<file path="config.mk">
export PLATFORM = sky130hd
export DESIGN_NAME = uart_apb_scheduler_flat
export DESIGN_NICKNAME = d
export VERILOG_FILES = /design/src/rtl/uart_apb_scheduler_pkg.sv /design/src/rtl/uart_apb_scheduler_if.sv /design/src/rtl/uart_sched_apb_xfer.sv /design/src/rtl/uart_apb_scheduler.sv /design/src/flat_wrapper.sv
export SDC_FILE = /design/constraint.sdc
export NUM_CORES = 1
export LEC_CHECK = 0
export BUFFER_PORTS_ARGS = -buffer_cell sky130_fd_sc_hd__buf_2
export CAP_MARGIN = 30
export CORE_MARGIN = 2
export CORE_UTILIZATION = 25
export CTS_BUF_LIST = sky130_fd_sc_hd__clkbuf_8 sky130_fd_sc_hd__clkbuf_16
export DETAILED_ROUTE_END_ITERATION = 16
export GPL_ROUTABILITY_DRIVEN = 1
export GPL_TIMING_DRIVEN = 0
export PLACE_DENSITY = 0.5
export REMOVE_ABC_BUFFERS = 1
export SYNTH_ARGS = -nofsm -noshare
export SYNTH_HDL_FRONTEND = slang
export SYNTH_SLANG_ARGS = --single-unit
</file>
<file path="constraint.sdc">
create_clock -name PCLK -period 2.3 [get_ports PCLK]
set_input_delay 0.46 -clock PCLK [delete_from_list [all_inputs] [get_ports PCLK]]
set_output_delay 0.46 -clock PCLK [all_outputs]
set_load 0.02 [all_outputs]
</file>
<file path="src/rtl/uart_apb_scheduler_pkg.sv">
// rtl/uart_apb_scheduler_pkg.sv - shared constants and FSM states for the UART APB scheduler
package uart_sched_pkg;

  localparam logic [4:0] ADDR_TXDATA = 5'h00;
  localparam logic [4:0] ADDR_RXDATA = 5'h04;
  localparam logic [4:0] ADDR_CTRL1  = 5'h08;
  localparam logic [4:0] ADDR_CTRL2  = 5'h0C;
  localparam logic [4:0] ADDR_STATUS = 5'h10;

  localparam int STAT_TXRDY    = 0;
  localparam int STAT_RXRDY    = 1;
  localparam int STAT_PARITY   = 2;
  localparam int STAT_OVERFLOW = 3;
  localparam int STAT_FRAMING  = 4;

  typedef enum logic [2:0] {
    ST_CFG1,
    ST_CFG2,
    ST_POLL,
    ST_RXRD,
    ST_TXWR
  } state_t;

endpackage

</file>
<file path="src/rtl/uart_apb_scheduler_if.sv">
// rtl/uart_apb_scheduler_if.sv - APB bus between the scheduler and the UART register slave
interface uart_apb_scheduler_if;
  logic [4:0] PADDR;
  logic       PSEL;
  logic       PENABLE;
  logic       PWRITE;
  logic [7:0] PWDATA;
  logic [7:0] PRDATA;
  logic       PREADY;
  logic       PSLVERR;

  modport master (
    output PADDR, PSEL, PENABLE, PWRITE, PWDATA,
    input  PRDATA, PREADY, PSLVERR
  );

  modport slave (
    input  PADDR, PSEL, PENABLE, PWRITE, PWDATA,
    output PRDATA, PREADY, PSLVERR
  );
endinterface

</file>
<file path="src/rtl/uart_sched_apb_xfer.sv">
// rtl/uart_sched_apb_xfer.sv - single-transfer APB engine; done/rdata/slverr are valid in the PREADY cycle
module uart_sched_apb_xfer (
  input  logic                        PCLK,
  input  logic                        PRESET,
  input  logic                        i_start,
  input  logic                        i_write,
  input  logic [4:0]                  i_addr,
  input  logic [7:0]                  i_wdata,
  output logic                        o_done,
  output logic [7:0]                  o_rdata,
  output logic                        o_slverr,
  uart_apb_scheduler_if.master        apb
);

  logic       r_psel;
  logic       r_penable;
  logic       r_pwrite;
  logic [4:0] r_paddr;
  logic [7:0] r_pwdata;

  // start is only honoured while idle; address and data are frozen for the whole transfer
  always_ff @(posedge PCLK) begin
    if (PRESET) begin
      r_psel    <= 1'b0;
      r_penable <= 1'b0;
      r_pwrite  <= 1'b0;
      r_paddr   <= 5'h00;
      r_pwdata  <= 8'h00;
    end else if (!r_psel) begin
      if (i_start) begin
        r_psel   <= 1'b1;
        r_pwrite <= i_write;
        r_paddr  <= i_addr;
        r_pwdata <= i_wdata;
      end
    end else if (!r_penable) begin
      r_penable <= 1'b1;
    end else if (apb.PREADY) begin
      r_psel    <= 1'b0;
      r_penable <= 1'b0;
    end
  end

  assign apb.PSEL    = r_psel;
  assign apb.PENABLE = r_penable;
  assign apb.PWRITE  = r_pwrite;
  assign apb.PADDR   = r_paddr;
  assign apb.PWDATA  = r_pwdata;

  assign o_done   = r_psel & r_penable & apb.PREADY;
  assign o_rdata  = apb.PRDATA;
  assign o_slverr = o_done & apb.PSLVERR;

endmodule

</file>
<file path="src/rtl/uart_apb_scheduler.sv">
// rtl/uart_apb_scheduler.sv - configures the UART, then polls STATUS to drain RX and round-robin TX requesters
module uart_apb_scheduler
  import uart_sched_pkg::*;
#(
  parameter int          NUM_REQ    = 4,
  parameter logic [12:0] BAUD_VALUE = 13'd1,
  parameter bit          PRG_BIT8   = 1'b1,
  parameter logic [1:0]  PRG_PARITY = 2'b00,
  parameter bit          RX_POLL_EN = 1'b1
) (
  input  logic                   PCLK,
  input  logic                   PRESET,
  uart_apb_scheduler_if.master   apb,
  input  logic [NUM_REQ-1:0]     tx_req,
  input  logic [8*NUM_REQ-1:0]   tx_data,
  output logic [NUM_REQ-1:0]     tx_ack,
  output logic [7:0]             rx_data,
  output logic                   rx_valid,
  output logic [2:0]             err_flags,
  input  logic                   err_clr,
  output logic                   cfg_done,
  output logic                   apb_err
);

  localparam int PW = (NUM_REQ > 1) ? $clog2(NUM_REQ) : 1;

  state_t               r_state;
  state_t               w_next;
  logic                 r_busy;
  logic [PW-1:0]        r_rr;
  logic [PW-1:0]        r_grant;
  logic [7:0]           r_tx_byte;
  logic [NUM_REQ-1:0]   r_tx_ack;
  logic [7:0]           r_rx_data;
  logic                 r_rx_valid;
  logic [2:0]           r_err;
  logic                 r_cfg_done;
  logic                 r_apb_err;

  logic                 w_start;
  logic                 w_write;
  logic [4:0]           w_addr;
  logic [7:0]           w_wdata;
  logic                 w_done;
  logic [7:0]           w_rdata;
  logic                 w_slverr;
  logic [PW-1:0]        w_grant;
  logic [7:0]           w_sel_byte;
  logic [2:0]           w_new_err;

  assign w_start = ~r_busy;

  uart_sched_apb_xfer u_xfer (
    .PCLK     (PCLK),
    .PRESET   (PRESET),
    .i_start  (w_start),
    .i_write  (w_write),
    .i_addr   (w_addr),
    .i_wdata  (w_wdata),
    .o_done   (w_done),
    .o_rdata  (w_rdata),
    .o_slverr (w_slverr),
    .apb      (apb)
  );

  // Downward scan so the last hit is the first set request at or above r_rr.
  always_comb begin : p_grant
    int w_idx;
    w_grant    = r_rr;
    w_sel_byte = tx_data[7:0];
    w_idx      = 0;
    for (int i = NUM_REQ - 1; i >= 0; i--) begin
      w_idx = int'(r_rr) + i;
      if (w_idx >= NUM_REQ) w_idx = w_idx - NUM_REQ;
      if (tx_req[PW'(w_idx)]) w_grant = PW'(w_idx);
    end
    for (int i = 0; i < NUM_REQ; i++) begin
      if (w_grant == PW'(i)) w_sel_byte = tx_data[8*i +: 8];
    end
  end

  always_comb begin
    w_next  = r_state;
    w_write = 1'b0;
    w_addr  = ADDR_STATUS;
    w_wdata = 8'h00;
    case (r_state)
      ST_CFG1: begin
        w_write = 1'b1;
        w_addr  = ADDR_CTRL1;
        w_wdata = BAUD_VALUE[7:0];
        if (w_done) w_next = ST_CFG2;
      end
      ST_CFG2: begin
        w_write = 1'b1;
        w_addr  = ADDR_CTRL2;
        w_wdata = {BAUD_VALUE[12:8], PRG_PARITY, PRG_BIT8};
        if (w_done) w_next = ST_POLL;
      end
      ST_POLL: begin
        if (w_done) begin
          if (RX_POLL_EN && w_rdata[STAT_RXRDY])        w_next = ST_RXRD;
          else if (w_rdata[STAT_TXRDY] && (|tx_req))    w_next = ST_TXWR;
        end
      end
      ST_RXRD: begin
        w_addr = ADDR_RXDATA;
        if (w_done) w_next = ST_POLL;
      end
      ST_TXWR: begin
        w_write = 1'b1;
        w_addr  = ADDR_TXDATA;
        w_wdata = r_tx_byte;
        if (w_done) w_next = ST_POLL;
      end
      default: w_next = ST_CFG1;
    endcase
  end

  always_ff @(posedge PCLK) begin
    if (PRESET) r_state <= ST_CFG1;
    else        r_state <= w_next;
  end

  // Clear and fresh error bits on the same edge: fresh bits survive the clear.
  assign w_new_err = (r_state == ST_POLL && w_done) ? w_rdata[STAT_FRAMING:STAT_PARITY] : 3'b000;

  always_ff @(posedge PCLK) begin
    if (PRESET) begin
      r_busy     <= 1'b0;
      r_rr       <= '0;
      r_grant    <= '0;
      r_tx_byte  <= 8'h00;
      r_tx_ack   <= '0;
      r_rx_data  <= 8'h00;
      r_rx_valid <= 1'b0;
      r_err      <= 3'b000;
      r_cfg_done <= 1'b0;
      r_apb_err  <= 1'b0;
    end else begin
      r_tx_ack   <= '0;
      r_rx_valid <= 1'b0;
      r_apb_err  <= w_slverr;
      r_err      <= (err_clr ? 3'b000 : r_err) | w_new_err;
      if (w_start)     r_busy <= 1'b1;
      else if (w_done) r_busy <= 1'b0;
      if (r_state == ST_POLL && w_next == ST_TXWR) begin
        r_grant   <= w_grant;
        r_tx_byte <= w_sel_byte;
      end
      if (r_state == ST_TXWR && w_done) begin
        r_tx_ack[r_grant] <= 1'b1;
        r_rr <= (r_grant == PW'(NUM_REQ - 1)) ? '0 : r_grant + 1'b1;
      end
      if (r_state == ST_RXRD && w_done && !w_slverr) begin
        r_rx_data  <= w_rdata;
        r_rx_valid <= 1'b1;
      end
      if (r_state == ST_CFG2 && w_done) r_cfg_done <= 1'b1;
    end
  end

  assign tx_ack    = r_tx_ack;
  assign rx_data   = r_rx_data;
  assign rx_valid  = r_rx_valid;
  assign err_flags = r_err;
  assign cfg_done  = r_cfg_done;
  assign apb_err   = r_apb_err;

endmodule

</file>
<file path="src/flat_wrapper.sv">
// flat-port wrapper written by rule: the top's interface ports become plain ports
module uart_apb_scheduler_flat import uart_sched_pkg::*;
#(
  parameter int          NUM_REQ    = 4,
  parameter logic [12:0] BAUD_VALUE = 13'd1,
  parameter bit          PRG_BIT8   = 1'b1,
  parameter logic [1:0]  PRG_PARITY = 2'b00,
  parameter bit          RX_POLL_EN = 1'b1
)
  (PCLK, PRESET, tx_req, tx_data, tx_ack, rx_data, rx_valid, err_flags, err_clr, cfg_done, apb_err, apb_PADDR, apb_PSEL, apb_PENABLE, apb_PWRITE, apb_PWDATA, apb_PRDATA, apb_PREADY, apb_PSLVERR);
  uart_apb_scheduler_if apb_i ();
  input  logic PCLK;
  input  logic PRESET;
  input  logic [NUM_REQ-1:0] tx_req;
  input  logic [8*NUM_REQ-1:0] tx_data;
  output logic [NUM_REQ-1:0] tx_ack;
  output logic [7:0] rx_data;
  output logic rx_valid;
  output logic [2:0] err_flags;
  input  logic err_clr;
  output logic cfg_done;
  output logic apb_err;
  output wire logic [$bits(apb_i.PADDR)-1:0] apb_PADDR;
  output wire logic [$bits(apb_i.PSEL)-1:0] apb_PSEL;
  output wire logic [$bits(apb_i.PENABLE)-1:0] apb_PENABLE;
  output wire logic [$bits(apb_i.PWRITE)-1:0] apb_PWRITE;
  output wire logic [$bits(apb_i.PWDATA)-1:0] apb_PWDATA;
  input wire logic [$bits(apb_i.PRDATA)-1:0] apb_PRDATA;
  input wire logic [$bits(apb_i.PREADY)-1:0] apb_PREADY;
  input wire logic [$bits(apb_i.PSLVERR)-1:0] apb_PSLVERR;
  assign apb_PADDR = apb_i.PADDR;
  assign apb_PSEL = apb_i.PSEL;
  assign apb_PENABLE = apb_i.PENABLE;
  assign apb_PWRITE = apb_i.PWRITE;
  assign apb_PWDATA = apb_i.PWDATA;
  assign apb_i.PRDATA = apb_PRDATA;
  assign apb_i.PREADY = apb_PREADY;
  assign apb_i.PSLVERR = apb_PSLVERR;
  uart_apb_scheduler #(.NUM_REQ(NUM_REQ), .BAUD_VALUE(BAUD_VALUE), .PRG_BIT8(PRG_BIT8), .PRG_PARITY(PRG_PARITY), .RX_POLL_EN(RX_POLL_EN)) u_core (.PCLK(PCLK), .PRESET(PRESET), .apb(apb_i), .tx_req(tx_req), .tx_data(tx_data), .tx_ack(tx_ack), .rx_data(rx_data), .rx_valid(rx_valid), .err_flags(err_flags), .err_clr(err_clr), .cfg_done(cfg_done), .apb_err(apb_err));
endmodule
</file>
# After elaboration in Yosys (flattened, before gate mapping)
# Index checks and enable logic that the tools add are counted.
totals:
  wordCells: 110
  reg_bits: 50
  in_bits: 49
  output_inout_bits: 34
op_classes:
  bitwise: 7
  n_reduce_logical: 16
  eq_ne: 9
  n_addsub: 8
  n_lt_le_gt_ge: 10
  muxes: 44
ops:
  columns: ["operator", "n"]
  rows:
  - ["8-bit 2-to-1 mux", 3]
  - ["3-bit 2-to-1 mux", 7]
  - ["5-bit case mux with 4 select lines", 1]
  - ["2-bit 2-to-1 mux", 9]
  - ["1-bit 2-to-1 mux", 17]
  - ["2-bit by 4-bit < comparator with 1-bit output (second input constant)", 4]
  - ["8-bit case mux with 2 select lines", 1]
  - ["3-bit greater-or-equal comparator (second input constant)", 3]
  - ["3-bit case mux with 3 select lines", 1]
  - ["1-bit binary-select mux with 2-bit select", 4]
  - ["1-bit logical AND", 8]
  - ["2-bit by 1-bit subtractor with 2-bit output (second input constant)", 4]
  - ["2-bit by 2-bit adder with 3-bit output (second input constant)", 2]
  - ["2-bit == test (second input constant)", 3]
  - ["3-bit by 2-bit == test with 1-bit output (second input constant)", 2]
  - ["3-bit == test (second input constant)", 2]
  - ["3-bit OR reduction", 2]
  - ["2-bit OR reduction", 2]
  - ["4-bit OR reduction", 1]
  - ["2-bit by 1-bit adder with 3-bit output (second input constant)", 1]
  - ["1-bit bitwise AND", 3]
  - ["3-bit by 1-bit == test with 1-bit output (second input constant)", 1]
  - ["2-bit by 3-bit greater-or-equal comparator with 1-bit output (second input constant)", 1]
  - ["3-bit zero test", 1]
  - ["other kinds (9)", 11]

# Depth between registers and ports, before layout
# Gate-level depths: netlist (run 1).
depth:
  ltp_word: 14
  depth_mapped: 7
  depth_no_buf: 5

# Hierarchy
# From an unflattened synthesis (run 1), not the netlist that was laid out.
unflattened:
  cells_unflattened: 274
  area_unflattened_um2: 2526.2
by_module_without_submodules:
  columns: ["module", "area_each_um2", "seq_area_each_um2", "n_inst", "cells_per_inst"]
  rows:
  - ["uart_apb_scheduler", 1722.9, 680.7, 1, 195]
  - ["uart_sched_apb_xfer", 803.3, 320.3, 1, 79]

# Least setup slack after synthesis (run 1)
# No wires, ideal clock.
synth_timing:
  kind: "input to register"
  from: "in tx_req[0]"
  to: "reg u_core.r_tx_byte[6]"
  arrival_time_ns: 1.774
  path_buffers: 2
  required_time_ns: 2.204
  slack_ns: 0.430
  path_stages: 7
  setup_ns: 0.096
  path_cell_list: "buf_2 -> nor2b_1 -> o21a_1 -> buf_6 -> nor3_4 -> a211oi_1 -> o41ai_2"
synth_between:
  elab_chain_len: 11
  elab_cells_between_ends: 30
  cone_classes: "4 x eq/ne; 23 x mux; 3 x reduce/logical"
synth_lines:
  columns: ["element", "line_no", "source"]
  rows:
  - ["start: declaration", "flat_wrapper.sv:14", "input logic [NUM_REQ-1:0] tx_req;"]
  - ["1-bit binary-select mux with 2-bit select", "uart_apb_scheduler.sv:75", "if (tx_req[PW'(w_idx)]) w_grant = PW'(w_idx);"]
  - ["1-bit 2-to-1 mux (implied by the code) (2 in a row)", "uart_apb_scheduler.sv:75", null]
  - ["2-bit 2-to-1 mux (4 in a row)", "uart_apb_scheduler.sv:75", null]
  - ["2-bit by 1-bit == test with 1-bit output", "uart_apb_scheduler.sv:78", "if (w_grant == PW'(i)) w_sel_byte = tx_data[8*i +: 8];"]
  - ["8-bit 2-to-1 mux (3 in a row)", "uart_apb_scheduler.sv:78", null]
  - ["end signal: assignment", "uart_apb_scheduler.sv:149", "r_tx_byte <= w_sel_byte;"]
  - ["end: declaration", "uart_apb_scheduler.sv:32", "logic [7:0] r_tx_byte;"]
# Several ways; a longest one is shown, not always the timed one. The select of a mux whose other input is x is not followed.
# A chain may end at the register's enable or synchronous reset.

# Worst setup path in the final report (run 1)
layout_timing:
  from: "reg u_core.u_xfer.r_psel, in the netlist u_core.u_xfer.apb.PSEL"
  to: "reg u_core.r_rx_data[4], in the netlist u_core.rx_data[4]"
layout_between:
  elab_chain_len: 5
  elab_cells_between_ends: 6
  cone_classes: "3 x bitwise; 3 x reduce/logical"
layout_lines:
  columns: ["element", "line_no", "source"]
  rows:
  - ["start: declaration", "uart_sched_apb_xfer.sv:15", "logic r_psel;"]
  - ["start signal: assignment", "uart_sched_apb_xfer.sv:24", "r_psel <= 1'b0;"]
  - ["start signal: assignment", "uart_sched_apb_xfer.sv:31", "r_psel <= 1'b1;"]
  - ["start signal: assignment", "uart_sched_apb_xfer.sv:39", "r_psel <= 1'b0;"]
  - ["1-bit bitwise AND (*) (2 in a row)", "uart_sched_apb_xfer.sv:50", "assign o_done = r_psel & r_penable & apb.PREADY;"]
  - ["1-bit bitwise AND", "uart_sched_apb_xfer.sv:52", "assign o_slverr = o_done & apb.PSLVERR;"]
  - ["1-bit zero test", "uart_apb_scheduler.sv:155", "if (r_state == ST_RXRD && w_done && !w_slverr) begin"]
  - ["1-bit logical AND (*)", "uart_apb_scheduler.sv:155", null]
  - ["end signal: assignment", "uart_apb_scheduler.sv:156", "r_rx_data <= w_rdata;"]
  - ["end: declaration", "uart_apb_scheduler.sv:34", "logic [7:0] r_rx_data;"]
# Every way passes the cells marked *; elsewhere a longest branch is shown, timed or not.

==> results of run 1 <==
[report_power, final]
group	total [mW]	internal (mW)	switching [mW]
Sequential	0.850	0.840	0.0101
Clock	0.517	0.218	0.299
Combinational	0.171	0.0699	0.101
[cells in the mapped netlist, types with 2 or more instances]
master / n / area, um2
a211oi_1: 11 / 82.6
a21oi_1: 31 / 155
a21oi_2: 2 / 17.5
a22oi_1: 7 / 52.6
and2_1: 4 / 25.0
buf_2: 5 / 25.0
buf_4: 2 / 15.0
buf_6: 3 / 33.8
clkbuf_1: 13 / 48.8
dfxtp_1: 48 / 961
ha_1: 4 / 50.1
inv_1: 5 / 18.8
mux2i_1: 12 / 120
nand2_1: 2 / 7.51
nand2b_1: 4 / 25.0
nand3b_1: 11 / 82.6
nor2_1: 35 / 131
nor2b_1: 9 / 56.3
nor3_1: 7 / 35.0
nor3b_1: 4 / 30.0
o31a_1: 8 / 70.1
o41ai_2: 8 / 130
or2_2: 2 / 12.5
[metrics by stage]
step	total power, mW	TNS (ns)
finish	1.54	0
global route	1.62	0
CTS	1.57	0
detailed placement	1.04	-2.35
global placement	1.04	-5.82
floorplan	0.953	-0.126
[cell type report]
type	count	share of cell area, %
multi-input combinational	183	43.9
sequential	48	32.9
timing repair buffer	81	13.9
tap	129	5.51
clock buffer	5	2.35
clock inverter	3	0.769
inverter	5	0.641
[logic make-up after synthesis]
group / Yosys count
AO/OA/AOI/OAI: 77
multiplexers: 12
other: 1
AND/OR/NAND/NOR: 88
adder cells (fa/ha/maj): 4
buffers and inverters: 28
flip-flops: 48
[worst max path at each step]
| stage | end | slack [ns] | cells after the start |
|---|---|---|---|
| final | u_core.rx_data[4]$_SDFFE_PP0P_ | 0.22 | 5 |
| after detailed placement | u_core.r_tx_byte[5]$_SDFFE_PP0P_ | -0.31 | 6 |
| after global placement | u_core.rx_data[7]$_SDFFE_PP0P_ | -0.43 | 6 |
| after global routing | u_core.rx_data[3]$_SDFFE_PP0P_ | 0.02 | 5 |
| after floorplan | u_core.rx_data[0]$_SDFFE_PP0P_ | -0.02 | 5 |
| after CTS | u_core.r_tx_byte[5]$_SDFFE_PP0P_ | 0.05 | 5 |
[placed cells by master (no fill, tap or decap), types with 3 or more instances in the layout]
| cell type | netlist | layout |
|---|---|---|
| ha_1 | 4 | 4 |
| nor2_1 | 35 | 35 |
| a21oi_1 | 31 | 31 |
| or2_2 | 2 | 3 |
| and2_1 | 4 | 4 |
| nand2b_1 | 4 | 4 |
| mux2i_1 | 12 | 12 |
| nor3_1 | 7 | 7 |
| clkbuf_8 | 0 | 5 |
| nor3b_1 | 4 | 3 |
| nand3b_1 | 11 | 11 |
| nor2b_1 | 9 | 9 |
| a211oi_1 | 11 | 11 |
| o41ai_2 | 8 | 8 |
| o31a_1 | 8 | 8 |
| inv_1 | 5 | 5 |
| dfxtp_1 | 48 | 47 |
| a22oi_1 | 7 | 7 |
| buf_2 | 5 | 80 |
[worst min-delay path, cell delays in order]
cell	delay, ns
buf_2	0.08
mux2i_1	0.05
nor2_1	0.07
[flip-flops by register name (all words and copies together) (netlist names)]
name,flops
u_core.err_flags,3
u_core.r_tx_byte,8
u_core.apb_err,1
u_core.tx_ack,4
u_core.rx_valid,1
u_core.r_rr,2
u_core.u_xfer.apb.PSEL,1
u_core.u_xfer.apb.PWDATA,8
u_core.u_xfer.apb.PWRITE,1
u_core.rx_data,8
u_core.u_xfer.apb.PADDR,3
u_core.r_state,3
u_core.r_grant,2
u_core.u_xfer.apb.PENABLE,1
u_core.r_busy,1
u_core.cfg_done,1
[what timing repair did]
action	in CTS	in global routing
cloned	0	0
resized for setup	2	2
buffers inserted	0	1
pin swaps	0	1
hold endpoints to repair	0	0
endpoints found under the setup margin	8	7
[layer usage]
metal,wire length [um],vias up,share of wire (%)
li1,-,1057,-
met1,2850,995,47
met2,2750,67,46
met3,404,4,6.7
met4,32,0,0.53
met5,0,-,0
==> run metrics, run 1 <==
static power due to leakage=1.22 nW; hold path cells=3; total placed cells including tap cells=445; Crit path required time=2.46 ns; Simple-Gate Fraction of Synth Area=21.9%; Final Cell Area=2930 um2; GR peak layer=met2; worst setup margin=0.216 ns; final worst path period share=90.6%; Max Fclk=480 MHz; Final min period=2.08 ns; post-synthesis xor/xnor area fraction=0%; dpl cell area=2830 um2; final setup fails=0; CTS tree=built; Hold Slack=0.387 ns; max_slew headroom=45.7%; Ports=83; vias in the first global route=1,951; clock net sink count=48; DRC Markers=0; status=finished clean; nets@finish=377; root buf cell=clkbuf_8; Worst VDD drop=0.000240 V; total detailed-routing wirelength=6040 um; worst reg2reg path startpoint=u_core.u_xfer.apb.PSEL$_SDFF_PP0_; Syn Area/Cell=9.21 um2; Worst path slowest cell=nor3b_2; Initial Util=25.7%; main flop type after synthesis=dfxtp_1; post-route ant nets=0; DR vias=2,123; main combinational cell family by area after synthesis=compound AO/OA/AOI/OAI gates; post-synthesis adder-cell area fraction=2.11%; ANT cells=0; initial antenna violation count=0; CP top delay family=simple AND/OR/NAND/NOR gates; non-filler cells, final=454; Max-Cap Viols=0; CP Cell Sequence=and3_1, nand3b_1, nor3b_2, mux2i_1, nor2_1; Fin. Hold Viols=0; HP Start=apb_PRDATA[7]; CP Class=register to register; Mapped Area=2380 um2; detailed placement HPWL=4410 um; Startpoint Class=register; Port Buffers=80; Final Skew=0.0102 ns; Longest Clk Path Bufs=2; asr flop ratio synth=0%; met2 Resource Use GR=18.2%; EDFF count, synth=0; FF-to-FF path depth=5; CTS clock-pin slew for the worst setup and hold paths=0.10 ns; die area=10,300 um2; largest net degree at the start of global routing=47; count of cell types in the netlist=44; Rows=35; met3 GRT Util=3.38%; Yosys reg bits=48; Synth Area in Compound Gates=24.4%; Setup WS pre-CTS=-0.308 ns; Routability Congestion=0.713; hold endpoint=u_core.rx_data[7]$_SDFFE_PP0P_; DRT Pass-1 Iters=4; CP Buf/Inv Count=0; post-layout util=31.7%; global-route wire length before repair=9560 um; CP Max Fanout=9; Worst R2R Setup Slack=0.22 ns; Synth Warn #=0; Clock Latency Late Sink=0.30 ns; worst-margin pin slew=0.815 ns; FF/Latch Area=962 um2; die height=102 um; Initial DRC Count=95; RSZ-0062 raised after global routing=false; max-slew violations=0; vias per cell=4.68; hold_buf cts=0; multiplexer area fraction after synthesis=5.05%; Power Dens Cells=525 nW/um2; FF-to-FF End=u_core.rx_data[4]$_SDFFE_PP0P_; Critical Path Max Stage Delay=0.70 ns; Hold Path Class=primary input to register; grt met1 use=15.5%; area grow syn2layout=23.2%; GRT overflow=0; fillcell total=992; htree depth=2; area of the multi-input gates=1290 um2; Tot GR Track Use=11.6%; Seq/Total Area, Yosys=40.4%; total core area=9240 um2; share of layout cells above drive strength 1=33.8%; Mapped Cells=258; DIE WIDTH=102 um; Worst EP arrival=2.25 ns; origin of the worst setup path=u_core.u_xfer.apb.PSEL$_SDFF_PP0_; wire per inst=13.3 um; total CTS buffers=5; endpoint type of the worst setup path=register
(Power assumes the default switching activity.)
==> run 2: changes to the inputs <==
Settings changed: CORE_UTILIZATION 25 to 30, PLACE_DENSITY 0.5 to 0.57.
==> run 2 against run 1 <==
Compared with the run above:
- worst hold slack worse by 0.0089 ns
- design area fell by 1.2%
- register-to-register slack worse by 0.06 ns
- sequential power about the same
- via count is 1.8% lower
- largest cell class unchanged
- die area shrank 16%
- routed wire length decreased by 4.8%
==> run metrics, run 2 (synthesized netlist as in run 1, its figures left out) <==
met3 GRT Util=3.95% (+0.57 points); die height=93.0 um (-8.4%); nets@finish=376 (-0.27%); total core area=7690 um2 (-17%); Clock Latency Late Sink=0.31 ns (about the same); Power Dens Cells=535 nW/um2 (+1.8%); most frequent cells in the layout=buf_2 (80), dfxtp_1 (48), nor2_1 (35); total CTS buffers=5 (unchanged); endpoint type of the worst setup path=register; final worst path period share=93.3% (+2.7 points); Critical Path Max Stage Delay=0.45 ns (-0.25 ns); GRT overflow=0 (unchanged); HP Start=apb_PRDATA[7]; static power due to leakage=1.23 nW (+0.24%); detailed placement HPWL=4190 um (-4.9%); Hold Slack=0.378 ns (-0.00889 ns); total placed cells including tap cells=418 (-6.1%); RSZ-0062 raised after global routing=false; dpl cell area=2790 um2 (-1.2%); Port Buffers=80 (unchanged); Initial Util=30.9% (+5.2 points); initial antenna violation count=0 (unchanged); wire per inst=13.5 um (+1.5%); setup bufs post-CTS=0 (unchanged); sum of negative setup slack=0 ns (unchanged); root buf cell=clkbuf_8; largest net degree at the start of global routing=47 (unchanged); Max-Cap Viols=0 (unchanged); Max Fclk=466 MHz (-2.9%); Initial DRC Count=45 (-53%); Startpoint Class=register; Final min period=2.15 ns (+0.0612 ns); DRC Markers=0 (unchanged); Worst VDD drop=0.000250 V (+4.2%); Worst EP arrival=2.35 ns (+0.10 ns); Final Cell Area=2890 um2 (-1.2%); CP Cell Sequence=nand3_4, nor4b_4, nand2_4, or2_2, o41ai_2; Fin. Hold Viols=0 (unchanged); Worst path slowest cell=dfxtp_1; vias per cell=4.89 (+4.6%); DIE WIDTH=93.0 um (-8.4%); final setup fails=0 (unchanged); Rows=32 (-8.6%); total detailed-routing wirelength=5750 um (-4.8%); grt met1 use=18.1% (+2.6 points); non-filler cells, final=426 (-6.2%); hold_buf cts=0 (unchanged); post-route ant nets=0 (unchanged); DR vias=2,084 (-1.8%); max_slew headroom=45.9% (+0.20 points); Longest Clk Path Bufs=2 (unchanged); power consumption=1.55 mW (+0.59%); Tot GR Track Use=13.5% (+1.9 points); DRT Pass-1 Iters=4 (unchanged); Ports=83 (unchanged); Crit path required time=2.50 ns (+0.04 ns); post-layout util=37.6% (+5.9 points); vias in the first global route=1,919 (-1.6%); CTS tree=built; htree depth=2 (unchanged); Setup WS pre-CTS=-0.277 ns (+0.0312 ns); worst-margin pin slew=0.808 ns (-0.00650 ns); most common cell after layout, fill and taps aside=buf_2; Hold Path Class=primary input to register; ANT cells=0 (unchanged); worst setup margin=0.154 ns (-0.0612 ns); GR peak layer=met2; global-route wire length before repair=9320 um (-2.5%); Final Skew=0.0156 ns (+0.00537 ns); area grow syn2layout=21.7%; met2 Resource Use GR=20.8% (+2.6 points); die area=8650 um2 (-16%); max-slew violations=0 (unchanged); origin of the worst setup path=u_core.u_xfer.apb.PSEL$_SDFF_PP0_; share of layout cells above drive strength 1=33.3% (-0.51 points); CTS clock-pin slew for the worst setup and hold paths=0.10 ns (about the same); CP Max Fanout=11 (+2); Routability Congestion=0.744 (+4.3%); status=finished clean; worst reg2reg path startpoint=u_core.u_xfer.apb.PSEL$_SDFF_PP0_; clock net sink count=48 (unchanged); CP Class=register to register
==> run 2: cell types whose count changed in the layout (fill, tap and decap cells not counted), sizes merged <==
cell | previous run | this run
clkinv | 2 | 0
buf | 81 | 80
clkinvlp | 0 | 1
inv | 6 | 7
==> run 2: final timing paths <==
path / to / slack (ns) / depth (start not counted)
worst max-delay path: u_core.r_tx_byte[4]$_SDFFE_PP0P_ / 0.15 / 5
worst min-delay path: u_core.rx_data[7]$_SDFFE_PP0P_ / 0.38 / 3
worst max register to register: u_core.r_tx_byte[4]$_SDFFE_PP0P_ / 0.15 / 5
worst min register to register: u_core.r_busy$_SDFF_PP0_ / 0.45 / 1
==> run 2: critical path: cells and delay by family (launching register included) <==
kind	cells	cell delay [ns]
AOI/OAI and AO/OA	1	0.38
DFF	1	0.45
and+or+nand+nor	4	1.20
==> run 2: area by class of cell <==
cell class,instances,area (um2)
fill,819,4790
multi-input combinational,183,1290
sequential,48,961
timing repair buffer,80,400
tap,102,128
clock buffer,5,68.8
clock inverter,3,25.0
inverter,5,18.8
==> run 2: layer usage <==
metal | wire, um | share of wire [%]
met2 | 2520 | 44
met3 | 401 | 7.0
met4 | 99 | 1.7
met5 | 0 | 0
met1 | 2730 | 47
==> run 2: report_power, final <==
| part | internal [mW] | leakage (nW) | switching (mW) | total (mW) |
|---|---|---|---|---|
| Combinational | 0.0699 | 0.793 | 0.101 | 0.171 |
| Sequential | 0.840 | 0.388 | 0.0100 | 0.850 |
| Clock | 0.222 | 0.0452 | 0.305 | 0.527 |
==> run 2: repair_timing <==
action | CTS | global route
endpoints found under the setup margin | 8 | 7
gates resized for setup | 2 | 2
endpoints found under the hold margin | 0 | 0
==> run 3: changes to the inputs <==
Settings changed: ABC_AREA from default to 1, PLACE_DENSITY 0.57 to 0.56.
==> run 3 against run 2 <==
Compared with the run above:
- sequential share of layout area down 1.5 points
- first-iteration DRC count up 6.7%
- via count up 15%
- die area up 2.9%
- global-route usage up 0.25 points
- routed wire length up 1.5%
- maximum frequency up 10%
- clock power down 3%
- core utilization up 1.2 points
- area after synthesis up 3.1%
- critical path depth up 11
==> run metrics, run 3 <==
status=finished clean; worst-margin pin slew=0.638 ns (-0.170 ns); share of layout cells above drive strength 1=26.4% (-7.0 points); DR vias=2,402 (+15%); max_slew headroom=57.3% (+11 points); max-slew violations=0 (unchanged); area grow syn2layout=23.6%; vias per cell=4.43 (-9.4%); htree depth=2 (unchanged); Clock Latency Late Sink=0.29 ns (-0.02 ns); Tot GR Track Use=13.7% (+0.25 points); Final min period=1.95 ns (-0.197 ns); Rows=32 (unchanged); most common cell after layout, fill and taps aside=nand2_1; CP Cell Sequence=inv_6, nand2_2, nand2_1, nand2_2, nand2_1, nor2_1, nand2_1, nand2_1, nand2_2, nand2_4, inv_2, nand2_2, nand3_1, nand2_1, nand2_1, a21oi_2; top-count cell post-synth=nand2_1; Final Cell Area=3030 um2 (+4.7%); Worst path slowest cell=dfxtp_2; EDFF count, synth=0 (unchanged); Net Sw Frac=26.9% (+0.034 points); hold path cells=3 (unchanged); die height=94.4 um (+1.4%); Final Skew=0.00852 ns (-0.00710 ns); Seq pwr share=53.5% (-1.4 points); met3 wire length=355 um (-11%); Initial Util=31.4% (+0.45 points); Syn Area/Cell=6.79 um2 (-26%); detailed placement HPWL=4410 um (+5.3%); CTS tree=built; total detailed-routing wirelength=5830 um (+1.5%); endpoint type of the worst setup path=register; Mapped Cells=361 (+40%); final worst path period share=84.7% (-8.6 points); total CTS buffers=5 (unchanged); Longest Clk Path Bufs=2 (unchanged); Max-Cap Viols=0 (unchanged); power consumption=1.62 mW (+4.7%); Port Buffers=80 (unchanged); Mapped Area=2450 um2 (+3.1%); asr flop ratio synth=0% (unchanged); Switch Pwr=435 uW (+4.8%); dpl cell area=2910 um2 (+4.4%); post-route ant nets=0 (unchanged); Seq/Total Area, Yosys=39.2% (-1.2 points); CP Max Fanout=11 (unchanged); most frequent cells in the layout=nand2_1 (91), buf_2 (80), inv_1 (65); final setup fails=0 (unchanged); Fin. Hold Viols=0 (unchanged); largest net degree at the start of global routing=26 (-45%); RSZ-0062 raised after global routing=false; Combinational Power Share=15.1% (+4.1 points); root buf cell=clkbuf_8; DRC Markers=0 (unchanged); Worst VDD drop=0.000249 V (-0.21%); Synth area leader=dfxtp_1; Yosys reg bits=48 (unchanged); CP Buf/Inv Count=2 (+2); wire per inst=10.8 um (-20%); GRT overflow=0 (unchanged); CP Class=register to register; DRT Pass-1 Iters=5 (+1); nets@finish=492 (+31%); fillcell total=883 (+7.8%); Worst EP arrival=2.17 ns (-0.18 ns); static power due to leakage=1.60 nW (+30%); count of cell types in the netlist=27 (-39%); hold_buf cts=0 (unchanged); global-route wire length before repair=9920 um (+6.4%); Commonest cells post-synth=nand2_1 (91), inv_1 (64), dfxtp_1 (48); clock net sink count=48 (unchanged); Critical Path Most Common Cell=nand2_1; ANT cells=0 (unchanged); Hold Path Class=primary input to register; DIE WIDTH=94.4 um (+1.4%); Critical Path Max Stage Delay=0.45 ns (about the same); Clk pwr share=31.4% (-2.6 points); CTS clock-pin slew for the worst setup and hold paths=0.08 ns (-0.02 ns); die area=8900 um2 (+2.9%); M1 WL=2810 um (+3.0%); Initial DRC Count=48 (+6.7%); Max Fclk=513 MHz (+10%); total core area=7810 um2 (+1.6%); initial antenna violation count=0 (unchanged); Ports=83 (unchanged); CP top delay family=simple AND/OR/NAND/NOR gates; Startpoint Class=register; main flop type after synthesis=dfxtp_1; Power Dens Cells=535 nW/um2 (about the same); Crit path required time=2.53 ns (+0.03 ns); CP Depth=16 (+11); Synth Warn #=0 (unchanged); Routability Congestion=0.752 (+1.0%); highest routed layer=met3; dominant cells by area after synthesis=dfxtp_1 (39%), nand2_1 (14%), inv_1 (9.8%); Met2 Wirelength=2670 um (+5.9%); FF-to-FF path depth=16 (+11); Int Pwr=1.18 mW (+4.6%); area share of the largest cell type after synthesis=39.2% (-1.2 points); vias in the first global route=2,256 (+18%)
[run 3: changes by cell type in the layout (fill, tap and decap cells not counted), sizes merged, moves of 11 or more]
cell    delta
nand3     +29
mux2i     -12
o21ai     +25
nor2      -16
inv       +62
nand3b    -11
nand2    +101
[run 3: through the flow]
stage | util [%] | worst slack, ns | cells | setup TNS [ns] | hold WS (ns)
after CTS | 38.7 | 0.102 | 542 | 0 | 0.404
after global placement | 37.2 | -0.103 | 531 | -0.589 | 0.449
final | 38.8 | 0.352 | 542 | 0 | 0.418
after detailed placement | 37.3 | -0.117 | 532 | -0.719 | 0.451
after global routing | 38.8 | 0.112 | 542 | 0 | 0.396
after floorplan | - | 0.420 | 349 | 0 | 0.429
[run 3: power groups by stage]
stage	combinational, mW	sequential (mW)	clock (mW)
2_1_floorplan	0.117	0.910	0
3_3_place_gp	0.240	0.885	0
3_5_place_dp	0.246	0.886	0
4_1_cts	0.247	0.866	0.529
5_1_grt	0.278	0.870	0.574
6_report	0.245	0.866	0.509
[run 3: per-layer routing]
layer	GRT usage [%]	vias up
li1	-	1281
met1	17.8	1055
met2	23.5	66
met3	3.67	0
met4	1.81	0
met5	0	-
[run 3: layout make-up]
type	count	area [um2]	area share [%]
inverters	69	264	8.72
flip-flops and latches	48	962	31.8
multi-input cells	232	1150	38.1
clock inverters	2	11.3	0.372
clock buffers	6	82.6	2.73
repair buffers	83	427	14.1
well taps	102	128	4.21
[run 3: cell families after synthesis]
family	after synthesis	synth area share, %
AND/OR/NAND/NOR	157	28.1
adder cells (fa/ha/maj)	4	2.04
buffers and inverters	82	14.0
AO/OA/AOI/OAI	69	16.5
flip-flops	48	39.2
other	1	0.153
[run 3: final timing paths]
| kind | start | endpoint | slack [ns] |
|---|---|---|---|
| setup reg to reg | u_core.r_rr[0]$_SDFFE_PP0P_ | u_core.r_tx_byte[5]$_SDFFE_PP0P_ | 0.35 |
| hold / removal | apb_PRDATA[5] | u_core.rx_data[5]$_SDFFE_PP0P_ | 0.42 |
| hold reg to reg | u_core.err_flags[0]$_SDFF_PP0_ | u_core.err_flags[0]$_SDFF_PP0_ | 0.46 |
| setup / recovery | u_core.r_rr[0]$_SDFFE_PP0P_ | u_core.r_tx_byte[5]$_SDFFE_PP0P_ | 0.35 |
[run 3: worst reg2reg max path, stage by stage, from the launching register on]
cell	delay, ns
dfxtp_2	0.45
inv_6	0.08
nand2_2	0.06
nand2_1	0.07
nand2_2	0.08
nand2_1	0.06
nor2_1	0.09
nand2_1	0.05
nand2_1	0.07
nand2_2	0.06
nand2_4	0.12
inv_2	0.14
nand2_2	0.18
nand3_1	0.12
nand2_1	0.09
nand2_1	0.07
a21oi_2	0.10
[run 3: timing repair]
item | CTS | global route
gates resized for setup | 0 | 2
pin swaps | 1 | 0
setup buffers | 2 | 0
endpoints found under the setup margin | 8 | 8
